`config.mk`:
```
export PLATFORM = sky130hd
export DESIGN_NAME = mul_share_arbiter_flat
export DESIGN_NICKNAME = d
export VERILOG_FILES = /design/src/rtl/mul_share_arbiter_if.sv /design/src/rtl/mul_share_arbiter.sv /design/src/flat_wrapper.sv
export SDC_FILE = /design/constraint.sdc
export NUM_CORES = 1
export LEC_CHECK = 0
export CELL_PAD_IN_SITES_DETAIL_PLACEMENT = 1
export CELL_PAD_IN_SITES_GLOBAL_PLACEMENT = 1
export CORE_MARGIN = 2
export CORE_UTILIZATION = 30
export DETAILED_ROUTE_END_ITERATION = 10
export GPL_TIMING_DRIVEN = 1
export PLACE_DENSITY_LB_ADDON = 0.2
export SETUP_SLACK_MARGIN = 0.15
export SYNTH_ARGS = -nofsm -noshare
export SYNTH_HDL_FRONTEND = slang
export SYNTH_SLANG_ARGS = --single-unit
```
`constraint.sdc`:
```
create_clock -name clk -period 5.3 [get_ports clk]
set_input_delay 0.53 -clock clk [delete_from_list [all_inputs] [get_ports clk]]
set_output_delay 0.53 -clock clk [all_outputs]
set_load 0.01 [all_outputs]
```
`src/rtl/mul_share_arbiter_if.sv`:
```
// Requester, response and multiplier-side signals of the shared-multiplier arbiter.
// slave: arbiter view; master: requesters plus multiplier view.
interface mul_share_arbiter_if #(
  parameter int unsigned DATA_W = 32
);
  logic [1:0]        req_valid;
  logic [1:0]        req_ready;
  logic [DATA_W-1:0] req_a0;
  logic [DATA_W-1:0] req_b0;
  logic [DATA_W-1:0] req_a1;
  logic [DATA_W-1:0] req_b1;
  logic [1:0]        rsp_valid;
  logic [1:0]        rsp_ready;
  logic [DATA_W-1:0] rsp_data;
  logic              rsp_err;
  logic              mul_start;
  logic [DATA_W-1:0] mul_a;
  logic [DATA_W-1:0] mul_b;
  logic [DATA_W-1:0] mul_result;
  logic              mul_done;
  logic              mul_busy;
  logic              busy;
  logic              grant_id;

  modport slave (
    input  req_valid, req_a0, req_b0, req_a1, req_b1, rsp_ready,
    input  mul_result, mul_done, mul_busy,
    output req_ready, rsp_valid, rsp_data, rsp_err, mul_start, mul_a, mul_b, busy, grant_id
  );

  modport master (
    output req_valid, req_a0, req_b0, req_a1, req_b1, rsp_ready,
    output mul_result, mul_done, mul_busy,
    input  req_ready, rsp_valid, rsp_data, rsp_err, mul_start, mul_a, mul_b, busy, grant_id
  );
endinterface

```
`src/rtl/mul_share_arbiter.sv`:
```
// Round-robin arbiter sharing one sequential multiplier between two requesters,
// with a WAIT-state timeout that returns an error response.
module mul_share_arbiter #(
  parameter int unsigned DATA_W  = 32,
  parameter int unsigned TIMEOUT = 64
) (
  input logic                 clk,
  input logic                 rst_n,
  mul_share_arbiter_if.slave  io_bus
);

  typedef enum logic [1:0] {StIdle, StIssue, StWait, StResp} state_e;

  localparam logic [7:0] TimeoutCnt = 8'(TIMEOUT);

  state_e            r_state, w_state_nxt;
  logic              r_rr_ptr, w_rr_ptr_nxt;
  logic              r_grant_id, w_grant_id_nxt;
  logic [DATA_W-1:0] r_mul_a, w_mul_a_nxt;
  logic [DATA_W-1:0] r_mul_b, w_mul_b_nxt;
  logic [DATA_W-1:0] r_rsp_data, w_rsp_data_nxt;
  logic              r_rsp_err, w_rsp_err_nxt;
  logic [7:0]        r_cnt, w_cnt_nxt;
  logic [7:0]        w_cnt_inc;
  logic              w_any;
  logic              w_win;
  logic              w_accept;

  // Tie goes to rr_ptr; otherwise the single valid requester wins.
  always_comb begin
    w_any    = |io_bus.req_valid;
    w_win    = (&io_bus.req_valid) ? r_rr_ptr : io_bus.req_valid[1];
    w_accept = (r_state == StIdle) && w_any && !io_bus.mul_busy;
  end

  assign w_cnt_inc = r_cnt + 8'd1;

  always_ff @(posedge clk or negedge rst_n) begin
    if (!rst_n) begin
      r_state    <= StIdle;
      r_rr_ptr   <= 1'b0;
      r_grant_id <= 1'b0;
      r_mul_a    <= '0;
      r_mul_b    <= '0;
      r_rsp_data <= '0;
      r_rsp_err  <= 1'b0;
      r_cnt      <= 8'd0;
    end else begin
      r_state    <= w_state_nxt;
      r_rr_ptr   <= w_rr_ptr_nxt;
      r_grant_id <= w_grant_id_nxt;
      r_mul_a    <= w_mul_a_nxt;
      r_mul_b    <= w_mul_b_nxt;
      r_rsp_data <= w_rsp_data_nxt;
      r_rsp_err  <= w_rsp_err_nxt;
      r_cnt      <= w_cnt_nxt;
    end
  end

  always_comb begin
    w_state_nxt    = r_state;
    w_rr_ptr_nxt   = r_rr_ptr;
    w_grant_id_nxt = r_grant_id;
    w_mul_a_nxt    = r_mul_a;
    w_mul_b_nxt    = r_mul_b;
    w_rsp_data_nxt = r_rsp_data;
    w_rsp_err_nxt  = r_rsp_err;
    w_cnt_nxt      = r_cnt;
    case (r_state)
      StIdle: begin
        if (w_accept) begin
          w_grant_id_nxt = w_win;
          w_mul_a_nxt    = w_win ? io_bus.req_a1 : io_bus.req_a0;
          w_mul_b_nxt    = w_win ? io_bus.req_b1 : io_bus.req_b0;
          w_state_nxt    = StIssue;
        end
      end
      StIssue: begin
        w_cnt_nxt   = 8'd0;
        w_state_nxt = StWait;
      end
      StWait: begin
        // A completion in the timeout cycle still wins over the abort.
        if (io_bus.mul_done) begin
          w_rsp_data_nxt = io_bus.mul_result;
          w_rsp_err_nxt  = 1'b0;
          w_state_nxt    = StResp;
        end else if (w_cnt_inc == TimeoutCnt) begin
          w_rsp_data_nxt = '0;
          w_rsp_err_nxt  = 1'b1;
          w_state_nxt    = StResp;
        end else begin
          w_cnt_nxt = w_cnt_inc;
        end
      end
      StResp: begin
        if (io_bus.rsp_ready[r_grant_id]) begin
          w_rr_ptr_nxt = ~r_grant_id;
          w_state_nxt  = StIdle;
        end
      end
      default: w_state_nxt = StIdle;
    endcase
  end

  assign io_bus.req_ready = w_accept ? (w_win ? 2'b10 : 2'b01) : 2'b00;
  assign io_bus.rsp_valid = (r_state == StResp) ? {r_grant_id, ~r_grant_id} : 2'b00;
  assign io_bus.rsp_data  = r_rsp_data;
  assign io_bus.rsp_err   = r_rsp_err;
  assign io_bus.mul_start = (r_state == StIssue);
  assign io_bus.mul_a     = r_mul_a;
  assign io_bus.mul_b     = r_mul_b;
  assign io_bus.busy      = (r_state != StIdle);
  assign io_bus.grant_id  = r_grant_id;

endmodule

```
`src/flat_wrapper.sv`:
```
// flat-port wrapper written by rule: the top's interface ports become plain ports
module mul_share_arbiter_flat 
#(
  parameter int unsigned DATA_W  = 32,
  parameter int unsigned TIMEOUT = 64
)
  (clk, rst_n, io_bus_req_valid, io_bus_req_a0, io_bus_req_b0, io_bus_req_a1, io_bus_req_b1, io_bus_rsp_ready, io_bus_mul_result, io_bus_mul_done, io_bus_mul_busy, io_bus_req_ready, io_bus_rsp_valid, io_bus_rsp_data, io_bus_rsp_err, io_bus_mul_start, io_bus_mul_a, io_bus_mul_b, io_bus_busy, io_bus_grant_id);
  mul_share_arbiter_if #(.DATA_W(DATA_W)) io_bus_i ();
  input logic clk;
  input logic rst_n;
  input wire logic [$bits(io_bus_i.req_valid)-1:0] io_bus_req_valid;
  input wire logic [$bits(io_bus_i.req_a0)-1:0] io_bus_req_a0;
  input wire logic [$bits(io_bus_i.req_b0)-1:0] io_bus_req_b0;
  input wire logic [$bits(io_bus_i.req_a1)-1:0] io_bus_req_a1;
  input wire logic [$bits(io_bus_i.req_b1)-1:0] io_bus_req_b1;
  input wire logic [$bits(io_bus_i.rsp_ready)-1:0] io_bus_rsp_ready;
  input wire logic [$bits(io_bus_i.mul_result)-1:0] io_bus_mul_result;
  input wire logic [$bits(io_bus_i.mul_done)-1:0] io_bus_mul_done;
  input wire logic [$bits(io_bus_i.mul_busy)-1:0] io_bus_mul_busy;
  output wire logic [$bits(io_bus_i.req_ready)-1:0] io_bus_req_ready;
  output wire logic [$bits(io_bus_i.rsp_valid)-1:0] io_bus_rsp_valid;
  output wire logic [$bits(io_bus_i.rsp_data)-1:0] io_bus_rsp_data;
  output wire logic [$bits(io_bus_i.rsp_err)-1:0] io_bus_rsp_err;
  output wire logic [$bits(io_bus_i.mul_start)-1:0] io_bus_mul_start;
  output wire logic [$bits(io_bus_i.mul_a)-1:0] io_bus_mul_a;
  output wire logic [$bits(io_bus_i.mul_b)-1:0] io_bus_mul_b;
  output wire logic [$bits(io_bus_i.busy)-1:0] io_bus_busy;
  output wire logic [$bits(io_bus_i.grant_id)-1:0] io_bus_grant_id;
  assign io_bus_i.req_valid = io_bus_req_valid;
  assign io_bus_i.req_a0 = io_bus_req_a0;
  assign io_bus_i.req_b0 = io_bus_req_b0;
  assign io_bus_i.req_a1 = io_bus_req_a1;
  assign io_bus_i.req_b1 = io_bus_req_b1;
  assign io_bus_i.rsp_ready = io_bus_rsp_ready;
  assign io_bus_i.mul_result = io_bus_mul_result;
  assign io_bus_i.mul_done = io_bus_mul_done;
  assign io_bus_i.mul_busy = io_bus_mul_busy;
  assign io_bus_req_ready = io_bus_i.req_ready;
  assign io_bus_rsp_valid = io_bus_i.rsp_valid;
  assign io_bus_rsp_data = io_bus_i.rsp_data;
  assign io_bus_rsp_err = io_bus_i.rsp_err;
  assign io_bus_mul_start = io_bus_i.mul_start;
  assign io_bus_mul_a = io_bus_i.mul_a;
  assign io_bus_mul_b = io_bus_i.mul_b;
  assign io_bus_busy = io_bus_i.busy;
  assign io_bus_grant_id = io_bus_i.grant_id;
  mul_share_arbiter #(.DATA_W(DATA_W), .TIMEOUT(TIMEOUT)) u_core (.clk(clk), .rst_n(rst_n), .io_bus(io_bus_i));
endmodule
```
==> tab_implementation.tex, run 1 <==
\begin{tabular}{lr}
\hline
Metric & Value \\
\hline
\multicolumn{2}{l}{\textbf{Setup path}} \\
Beginning of the critical path & u\_core.r\_state[0]\$\_DFFE\_PN0P\_ \\
Highest net fanout along the worst path & 66 \\
Worst path required time & $\sim$4.8 ns \\
Startpoint types & flop \\
Path type of the worst setup path & reg2out \\
Source of the worst register-to-register timing path & u\_core.r\_cnt[1]\$\_DFFE\_PN0P\_ \\
Data arrival time at the worst-slack endpoint & 2.82 ns \\
Type of destination of the critical path & output pin \\
\multicolumn{2}{l}{\textbf{Drt}} \\
Remaining design rule violation count & 0 \\
Detailed-routed wire length on met3 & 1518 um \\
Via/cell ratio & 5.155 \\
Sum of routed wire length over all layers & 16820 um \\
Routed wire length per instance & 20.19 um \\
First-iteration detailed-routing DRC count & 381 \\
First-pass DRT Iterations & 7 \\
Vias after detailed routing & 4294 \\
Highest metal layer with signal wires & met4 \\
Total routed wire length on the met1 layer & between 6000 and 7000 um \\
Number of nets with antenna violations after routing & 0 \\
Met2 wire length & 8243 um \\
\multicolumn{2}{l}{\textbf{GRT}} \\
Maximum number of pins on one net before global-route repair & 67 \\
GR Util All Layers & 0.2024 \\
Sum of overflow across all layers after global routing & 0 \\
Initial antenna violation count & 2 \\
Number of global-route vias before repair & 4613 \\
First-pass GRT wire length & 25650 um \\
\multicolumn{2}{l}{\textbf{Clock tree}} \\
Post-CTS Resized & 0 \\
H-tree lvl count & 3 \\
Setup Buffers After CTS & 0 \\
Clk slew on worst S/H paths & roughly 0.07 ns \\
\# hold bufs at CTS & 0 \\
Number of buffers created by CTS & 9 \\
Clock sink total & between 100 and 150 \\
Clock tree from TritonCTS & yes \\
Buffer cell driving the clock tree root & sky130\_fd\_sc\_hd\_\_clkbuf\_16 \\
Clock latency at the later pin of the worst-skew pair & 0.35 ns \\
Number of buffers on the longest clock path & 2 \\
\multicolumn{2}{l}{\textbf{STA}} \\
Total negative setup slack & 0 ns \\
Unrepaired setup endpoints after global routing & false \\
Slew margin rel. & 0.1874 \\
Post-route clock skew & approximately 0.0066 ns \\
Worst-margin pin slew & roughly 1.2 ns \\
Final Cycle Share & 0.6328 \\
Final count of pins violating max slew & 0 \\
Final number of hold-violating endpoints & 0 \\
Worst slack on hold paths & 0.2760 ns \\
Achievable clock frequency & 298.2 MHz \\
Finish-stage setup viols & 0 \\
Minimum clock period after layout & 3.354 ns \\
\multicolumn{2}{l}{\textbf{Place}} \\
Placer congestion estimate & a little under 0.8 \\
Number of buffers inserted by port buffering & 271 \\
Detail Placement HPWL & between 10000 and 15000 um \\
\multicolumn{2}{l}{\textbf{Die}} \\
Core area & 15150 um\^{}2 \\
Standard-cell row count & 45 \\
Initial cell density of the core & 0.3052 \\
Die Ht & $\sim$130 um \\
Area of the die & roughly 16000 um\^{}2 \\
\# IOs & 272 \\
Die extent in x & 128.1 um \\
\multicolumn{2}{l}{\textbf{Power}} \\
Leakage dissipation & 3.692 nW \\
Worst IR drop on VDD & around 0.25 mV \\
Power, Total & 3.970 mW \\
Total power divided by cell area & slightly above 500 nW/um\^{}2 \\
\multicolumn{2}{l}{\textbf{Yosys}} \\
Sequential area share after synthesis & 0.5901 \\
Share of the synthesized area in the top cell type & 0.5901 \\
Gate count after technology mapping & $\sim$390 \\
Cell area after technology mapping & 4622 um\^{}2 \\
Cell taking the most area after synthesis & sky130\_fd\_sc\_hd\_\_dfrtp\_1 \\
Total nets after synthesis & 561 \\
Ys Warns & 0 \\
Post-synthesis area per instance & 11.97 um\^{}2 \\
Count of state elements after synthesis & 109 \\
Top area cells in the synthesized netlist & sky130\_fd\_sc\_hd\_\_dfrtp\_1 (59\%), sky130\_fd\_sc\_hd\_\_a222oi\_1 (14\%), sky130\_fd\_sc\_hd\_\_a22o\_1 (6.4\%) \\
Post-synth cell types & 42 \\
\multicolumn{2}{l}{\textbf{Final layout}} \\
Layout Area Growth over Synthesis & 68.68\% \\
Final net count & 814 \\
Share of final-layout standard cells stronger than drive strength 1 & 0.04348 \\
Final core utilization & 0.5147 \\
\multicolumn{2}{l}{\textbf{Outcome}} \\
Run status & complete, no violations \\
\multicolumn{2}{l}{\textbf{Flow run}} \\
\# Max-Cap Violations & 0 \\
\multicolumn{2}{l}{\textbf{Min path}} \\
Worst min-delay path class & in2async \\
\hline
\end{tabular}
-- sequential cells by signal, summed over array words and instances (netlist names) --
register                cells
u_core.r_state              2
u_core.io_bus.rsp_err       1
u_core.io_bus.mul_b        32
u_core.io_bus.rsp_data     32
u_core.io_bus.mul_a        32
u_core.io_bus.grant_id      1
u_core.r_cnt                8
u_core.r_rr_ptr             1
-- metrics by stage --
stage	setup slack [ns]	area (um^2)	cells
2_1_floorplan	3.180	4622	386
3_3_place_gp	2.194	7481	816
3_5_place_dp	1.971	7481	816
4_1_cts	1.934	7794	832
5_1_grt	1.618	7794	832
6_report	1.946	7796	833
-- cell type report --
type                            count  area [um^2]
Antenna cell                        1        2.502
Fill cell                        1597         7350
Clock inverter                      3        42.54
Sequential cell                   109         2728
Clock buffer                       13        270.3
Multi-Input combinational cell    175         1519
Inverter                           69        259.0
Tap cell                          188        235.2
Timing Repair Buffer              275         2740
-- power breakdown --
part	total, mW	switching [mW]	leakage [nW]	internal [mW]
Clock	0.700	0.296	0.152	0.405
Combinational	1.83	0.793	2.18	1.04
Sequential	1.44	0.239	1.36	1.20
-- path summary, 6_finish.rpt --
kind / slack, ns / cells after the start / end
worst max-delay path: 1.95 / 7 / io_bus_req_ready[1]
worst min-delay path: 0.28 / 1 / u_core.r_cnt[6]$_DFFE_PN0P_
worst max register to register: 1.99 / 7 / u_core.io_bus.rsp_data[17]$_DFFE_PN0P_
worst min register to register: 0.49 / 2 / u_core.io_bus.mul_b[2]$_DFFE_PN0P_
max in group asynchronous: 3.87 / 2 / u_core.r_state[0]$_DFFE_PN0P_
min in group clk: 0.49 / 2 / u_core.io_bus.mul_b[2]$_DFFE_PN0P_
-- cell usage in the layout, fill, tap and decap left out, types with 2 or more instances in the layout --
master                            count
sky130_fd_sc_hd__a211o_1              4
sky130_fd_sc_hd__a21o_1               2
sky130_fd_sc_hd__a21oi_1              7
sky130_fd_sc_hd__a222oi_1            64
sky130_fd_sc_hd__a22o_1              34
sky130_fd_sc_hd__and2_1               3
sky130_fd_sc_hd__and3_1               2
sky130_fd_sc_hd__and4b_1              3
sky130_fd_sc_hd__buf_4                5
sky130_fd_sc_hd__clkbuf_16            9
sky130_fd_sc_hd__clkbuf_8             3
sky130_fd_sc_hd__clkdlybuf4s50_1    270
sky130_fd_sc_hd__dfrtp_1            109
sky130_fd_sc_hd__ha_1                 7
sky130_fd_sc_hd__inv_1               68
sky130_fd_sc_hd__mux2i_1              2
sky130_fd_sc_hd__nand2_1             10
sky130_fd_sc_hd__nand2b_1             3
sky130_fd_sc_hd__nand3_1              3
sky130_fd_sc_hd__nor2_1               5
sky130_fd_sc_hd__o21ai_1              2
sky130_fd_sc_hd__xor2_1               3
-- kinds of logic (layout without fill, tap and decap cells) --
group,after synthesis,count (layout),share of synthesized area
muxes,3,3,0.006768
and+or+nand+nor,36,36,0.04440
xor gates and xnor gates,5,5,0.01110
adders and majority gates,7,7,0.01895
buffers and inverters,102,360,0.08636
other,0,1,0
AOI/OAI and AO/OA,124,124,0.2423
DFF,109,109,0.5901
-- routing by layer --
layer,track usage,up-vias
met5,0,-
met4,0.06852,0
met1,0.2405,2124
li1,-,1965
met2,0.3435,183
met3,0.06928,22
-- synthesized netlist by cell type --
library cell,instances
sky130_fd_sc_hd__buf_2,4
sky130_fd_sc_hd__and4_1,1
sky130_fd_sc_hd__ha_1,7
sky130_fd_sc_hd__a31oi_2,1
sky130_fd_sc_hd__a31oi_1,1
sky130_fd_sc_hd__a211o_1,4
sky130_fd_sc_hd__a21oi_1,8
sky130_fd_sc_hd__o32a_1,1
sky130_fd_sc_hd__a21o_1,2
sky130_fd_sc_hd__clkbuf_1,21
sky130_fd_sc_hd__xor2_1,3
sky130_fd_sc_hd__xnor2_2,1
sky130_fd_sc_hd__a21boi_0,1
sky130_fd_sc_hd__nor3b_1,1
sky130_fd_sc_hd__xnor2_1,1
sky130_fd_sc_hd__nor2b_1,1
sky130_fd_sc_hd__buf_6,1
sky130_fd_sc_hd__mux2i_1,2
sky130_fd_sc_hd__buf_1,6
sky130_fd_sc_hd__nand2_1,10
sky130_fd_sc_hd__nor4_1,1
sky130_fd_sc_hd__o211a_1,1
sky130_fd_sc_hd__nor4b_1,1
sky130_fd_sc_hd__o211ai_1,1
sky130_fd_sc_hd__a311oi_1,1
sky130_fd_sc_hd__and2_1,3
sky130_fd_sc_hd__and3_1,3
sky130_fd_sc_hd__dfrtp_1,109
sky130_fd_sc_hd__o21ai_1,3
sky130_fd_sc_hd__and4b_1,3
sky130_fd_sc_hd__a21oi_2,1
sky130_fd_sc_hd__inv_1,68
sky130_fd_sc_hd__nand3_1,3
sky130_fd_sc_hd__buf_4,1
sky130_fd_sc_hd__o21ai_0,1
sky130_fd_sc_hd__nand3_2,1
sky130_fd_sc_hd__nand2b_1,3
sky130_fd_sc_hd__mux2_1,1
sky130_fd_sc_hd__inv_2,1
sky130_fd_sc_hd__a22o_1,34
sky130_fd_sc_hd__a222oi_1,64
sky130_fd_sc_hd__nor2_1,5
-- worst max-delay path, cell delays in order, from the launching register on --
cell and delay (ns):
sky130_fd_sc_hd__dfrtp_1 0.42, sky130_fd_sc_hd__inv_1 0.13, sky130_fd_sc_hd__ha_1 0.20, sky130_fd_sc_hd__inv_2 0.06
sky130_fd_sc_hd__nor2_1 0.20, sky130_fd_sc_hd__and3_2 0.23, sky130_fd_sc_hd__buf_4 0.57, sky130_fd_sc_hd__clkdlybuf4s50_1 0.67
No activity file was read; power rests on OpenSTA's default activity.
==> inputs of run 2 (changes only) <==
CORE_UTILIZATION = 28   (was 30)
clock period = 3.2 ns   (was 5.3 ns; I/O delays follow)
==> tab_implementation.tex, run 2 (synthesis results as in run 1) <==
\begin{tabular}{lr}
\hline
Metric & Value \\
\hline
\multicolumn{2}{l}{\textbf{Clock tree}} \\
Clock latency at the later pin of the worst-skew pair & $\sim$0.34 ns \\
\# hold bufs at CTS & 0 \\
Post-CTS Resized & 0 \\
Clk slew on worst S/H paths & roughly 0.070 ns \\
Setup Buffers After CTS & 0 \\
Buffer cell driving the clock tree root & sky130\_fd\_sc\_hd\_\_clkbuf\_16 \\
H-tree lvl count & 3 \\
Number of buffers created by CTS & 9 \\
Number of buffers on the longest clock path & 2 \\
Clock sink total & between 100 and 150 \\
Clock tree from TritonCTS & yes \\
\multicolumn{2}{l}{\textbf{Power}} \\
Switching share of total power & 0.3469 \\
Clock network fraction of total power & 0.161 \\
Power, Total & 6.502 mW \\
Fraction of power consumed by combinational cells & 0.472 \\
Total power divided by cell area & roughly 830 nW/um\^{}2 \\
Power dissipated by switching net loads & 2.256 mW \\
Leakage dissipation & 3.684 nW \\
Sequential share of power & 0.367 \\
Cell internal pwr & 4.247 mW \\
Worst IR drop on VDD & roughly 0.33 mV \\
\multicolumn{2}{l}{\textbf{Die}} \\
Core area & 16000 um\^{}2 \\
Standard-cell row count & 46 \\
Area of the die & 17550 um\^{}2 \\
Die Ht & 132.5 um \\
\# IOs & 272 \\
Initial cell density of the core & 0.2889 \\
Die extent in x & 132.5 um \\
\multicolumn{2}{l}{\textbf{Final layout}} \\
Most common cell after layout, fill and taps aside & sky130\_fd\_sc\_hd\_\_clkdlybuf4s50\_1 \\
Final net count & just over 800 \\
Share of final-layout standard cells stronger than drive strength 1 & 0.04946 \\
Antenna cell count & 0 \\
Layout Area Growth over Synthesis & 69.38\% \\
Most used cells in the layout excluding fill and tap cells & sky130\_fd\_sc\_hd\_\_clkdlybuf4s50\_1 (270), sky130\_fd\_sc\_hd\_\_dfrtp\_1 (109), sky130\_fd\_sc\_hd\_\_inv\_1 (68), sky130\_fd\_sc\_hd\_\_a222oi\_1 (64), sky130\_fd\_sc\_hd\_\_a22o\_1 (34) \\
\multicolumn{2}{l}{\textbf{Setup path}} \\
Startpoint types & flop \\
Worst path required time & 3.48 ns \\
Flop2flop setup slack & 0.49 ns \\
Path type of the worst setup path & reg2reg \\
Slowest cell on crit path & sky130\_fd\_sc\_hd\_\_a31oi\_2 \\
Worst R2R Path Depth & 8 \\
Slowest Stage Delay on Critical Path & 0.57 ns \\
Data arrival time at the worst-slack endpoint & roughly 3 ns \\
Highest net fanout along the worst path & 32 \\
Type of destination of the critical path & flop \\
List of cells traversed by the critical path & ha\_1 -> and3\_1 -> nand3\_2 -> xnor2\_2 -> a31oi\_2 -> nand2b\_1 -> buf\_4 -> a22o\_1 \\
\multicolumn{2}{l}{\textbf{STA}} \\
Worst-margin pin slew & 0.8495 ns \\
Total negative setup slack & 0 ns \\
Final Cycle Share & 0.8484 \\
Final count of pins violating max slew & 0 \\
Post-route clock skew & around 0.0047 ns \\
Slew margin rel. & 0.4337 \\
Finish-stage setup viols & 0 \\
Achievable clock frequency & 368.3 MHz \\
Final number of hold-violating endpoints & 0 \\
Unrepaired setup endpoints after global routing & false \\
Minimum clock period after layout & between 2 and 3 ns \\
\multicolumn{2}{l}{\textbf{Outcome}} \\
Run status & complete, no violations \\
\multicolumn{2}{l}{\textbf{Drt}} \\
Via/cell ratio & 5.130 \\
Detailed-routed wire length on met3 & 1550 um \\
Number of nets with antenna violations after routing & 0 \\
Total routed wire length on the met1 layer & 6949 um \\
Sum of routed wire length over all layers & 17550 um \\
Routed wire length per instance & around 20 um \\
First-pass DRT Iterations & 6 \\
First-iteration detailed-routing DRC count & 416 \\
Met2 wire length & 8702 um \\
Remaining design rule violation count & 0 \\
Vias after detailed routing & 4427 \\
Highest metal layer with signal wires & met4 \\
\multicolumn{2}{l}{\textbf{GRT}} \\
Maximum number of pins on one net before global-route repair & 64 \\
Sum of overflow across all layers after global routing & 0 \\
GR Util All Layers & 0.1941 \\
First-pass GRT wire length & 26780 um \\
Initial antenna violation count & 0 \\
Number of global-route vias before repair & 4706 \\
\multicolumn{2}{l}{\textbf{Place}} \\
Detail Placement HPWL & roughly 13000 um \\
Placer congestion estimate & 0.7976 \\
Number of buffers inserted by port buffering & 271 \\
\multicolumn{2}{l}{\textbf{Flow run}} \\
\# Max-Cap Violations & 0 \\
\multicolumn{2}{l}{\textbf{Min path}} \\
Worst min-delay path class & in2async \\
\hline
\end{tabular}
-- run 2: cell count changes in the layout (fill, tap and decap cells not counted) --
cell	change
sky130_fd_sc_hd__clkinvlp_4	+3
sky130_fd_sc_hd__diode_2	-1
sky130_fd_sc_hd__buf_12	+1
sky130_fd_sc_hd__clkbuf_8	-3
sky130_fd_sc_hd__bufinv_16	-1
sky130_fd_sc_hd__clkinv_4	+2
sky130_fd_sc_hd__buf_4	+2
sky130_fd_sc_hd__clkbuf_1	-1
-- run 2: through the flow --
| stage | instance area (um^2) | setup slack, ns | cells | hold slack, ns | utilization |
|---|---|---|---|---|---|
| 2_1_floorplan | 4622 | 1.080 | 386 | 0.02441 | - |
| 5_1_grt | 7829 | 0.2605 | 863 | 0.1303 | 0.4893 |
| 3_5_place_dp | 7551 | 0.4990 | 847 | 0.4808 | 0.4719 |
| 3_3_place_gp | 7551 | 0.6627 | 847 | 0.4682 | 0.4719 |
| 4_1_cts | 7829 | 0.4628 | 863 | 0.09519 | 0.4893 |
| 6_report | 7829 | 0.4851 | 863 | 0.05176 | 0.4893 |
-- run 2: metal layers --
metal | up-vias | GRT usage
met5 | - | 0
met4 | 0 | 0.06332
met3 | 24 | 0.05556
met2 | 220 | 0.3351
met1 | 2208 | 0.2332
li1 | 1975 | -
-- run 2: worst max-delay path, delay by kind of cell (launching register included) --
family                   cells  cell delay (ns)
XOR/XNOR                     1             0.17
flip-flops                   1             0.49
buffers and inverters        1             0.33
AND/OR/NAND/NOR              3             0.60
AO/OA/AOI/OAI                2             0.76
adder cells (fa/ha/maj)      1             0.28
-- run 2: power by group through the flow --
stage,clock network (mW),registers (mW),logic (mW)
final,1.05,2.38,3.07
after global routing,1.14,2.46,3.31
after CTS,1.09,2.39,3.12
after detailed placement,0,2.40,3.11
after global placement,0,2.36,3.01
after floorplan,0,2.62,1.02
-- run 2: final timing paths --
check / start / endpoint
worst max-delay path: u_core.r_cnt[0]$_DFFE_PN0P_ / u_core.io_bus.rsp_data[20]$_DFFE_PN0P_
worst min-delay path: rst_n / u_core.io_bus.rsp_err$_DFFE_PN0P_
worst max register to register: u_core.r_cnt[0]$_DFFE_PN0P_ / u_core.io_bus.rsp_data[20]$_DFFE_PN0P_
worst min register to register: u_core.io_bus.mul_a[27]$_DFFE_PN0P_ / u_core.io_bus.mul_a[27]$_DFFE_PN0P_
max in group asynchronous: rst_n / u_core.io_bus.rsp_data[5]$_DFFE_PN0P_
min in group clk: u_core.io_bus.mul_a[27]$_DFFE_PN0P_ / u_core.io_bus.mul_a[27]$_DFFE_PN0P_
-- run 2: cell type report --
cell class,count,area (um^2)
Multi-Input combinational cell,175,1519
Tap cell,216,270.3
Inverter,69,259.0
Clock buffer,9,225.2
Clock inverter,7,52.55
Fill cell,1735,8172
Sequential cell,109,2728
Timing Repair Buffer,278,2775
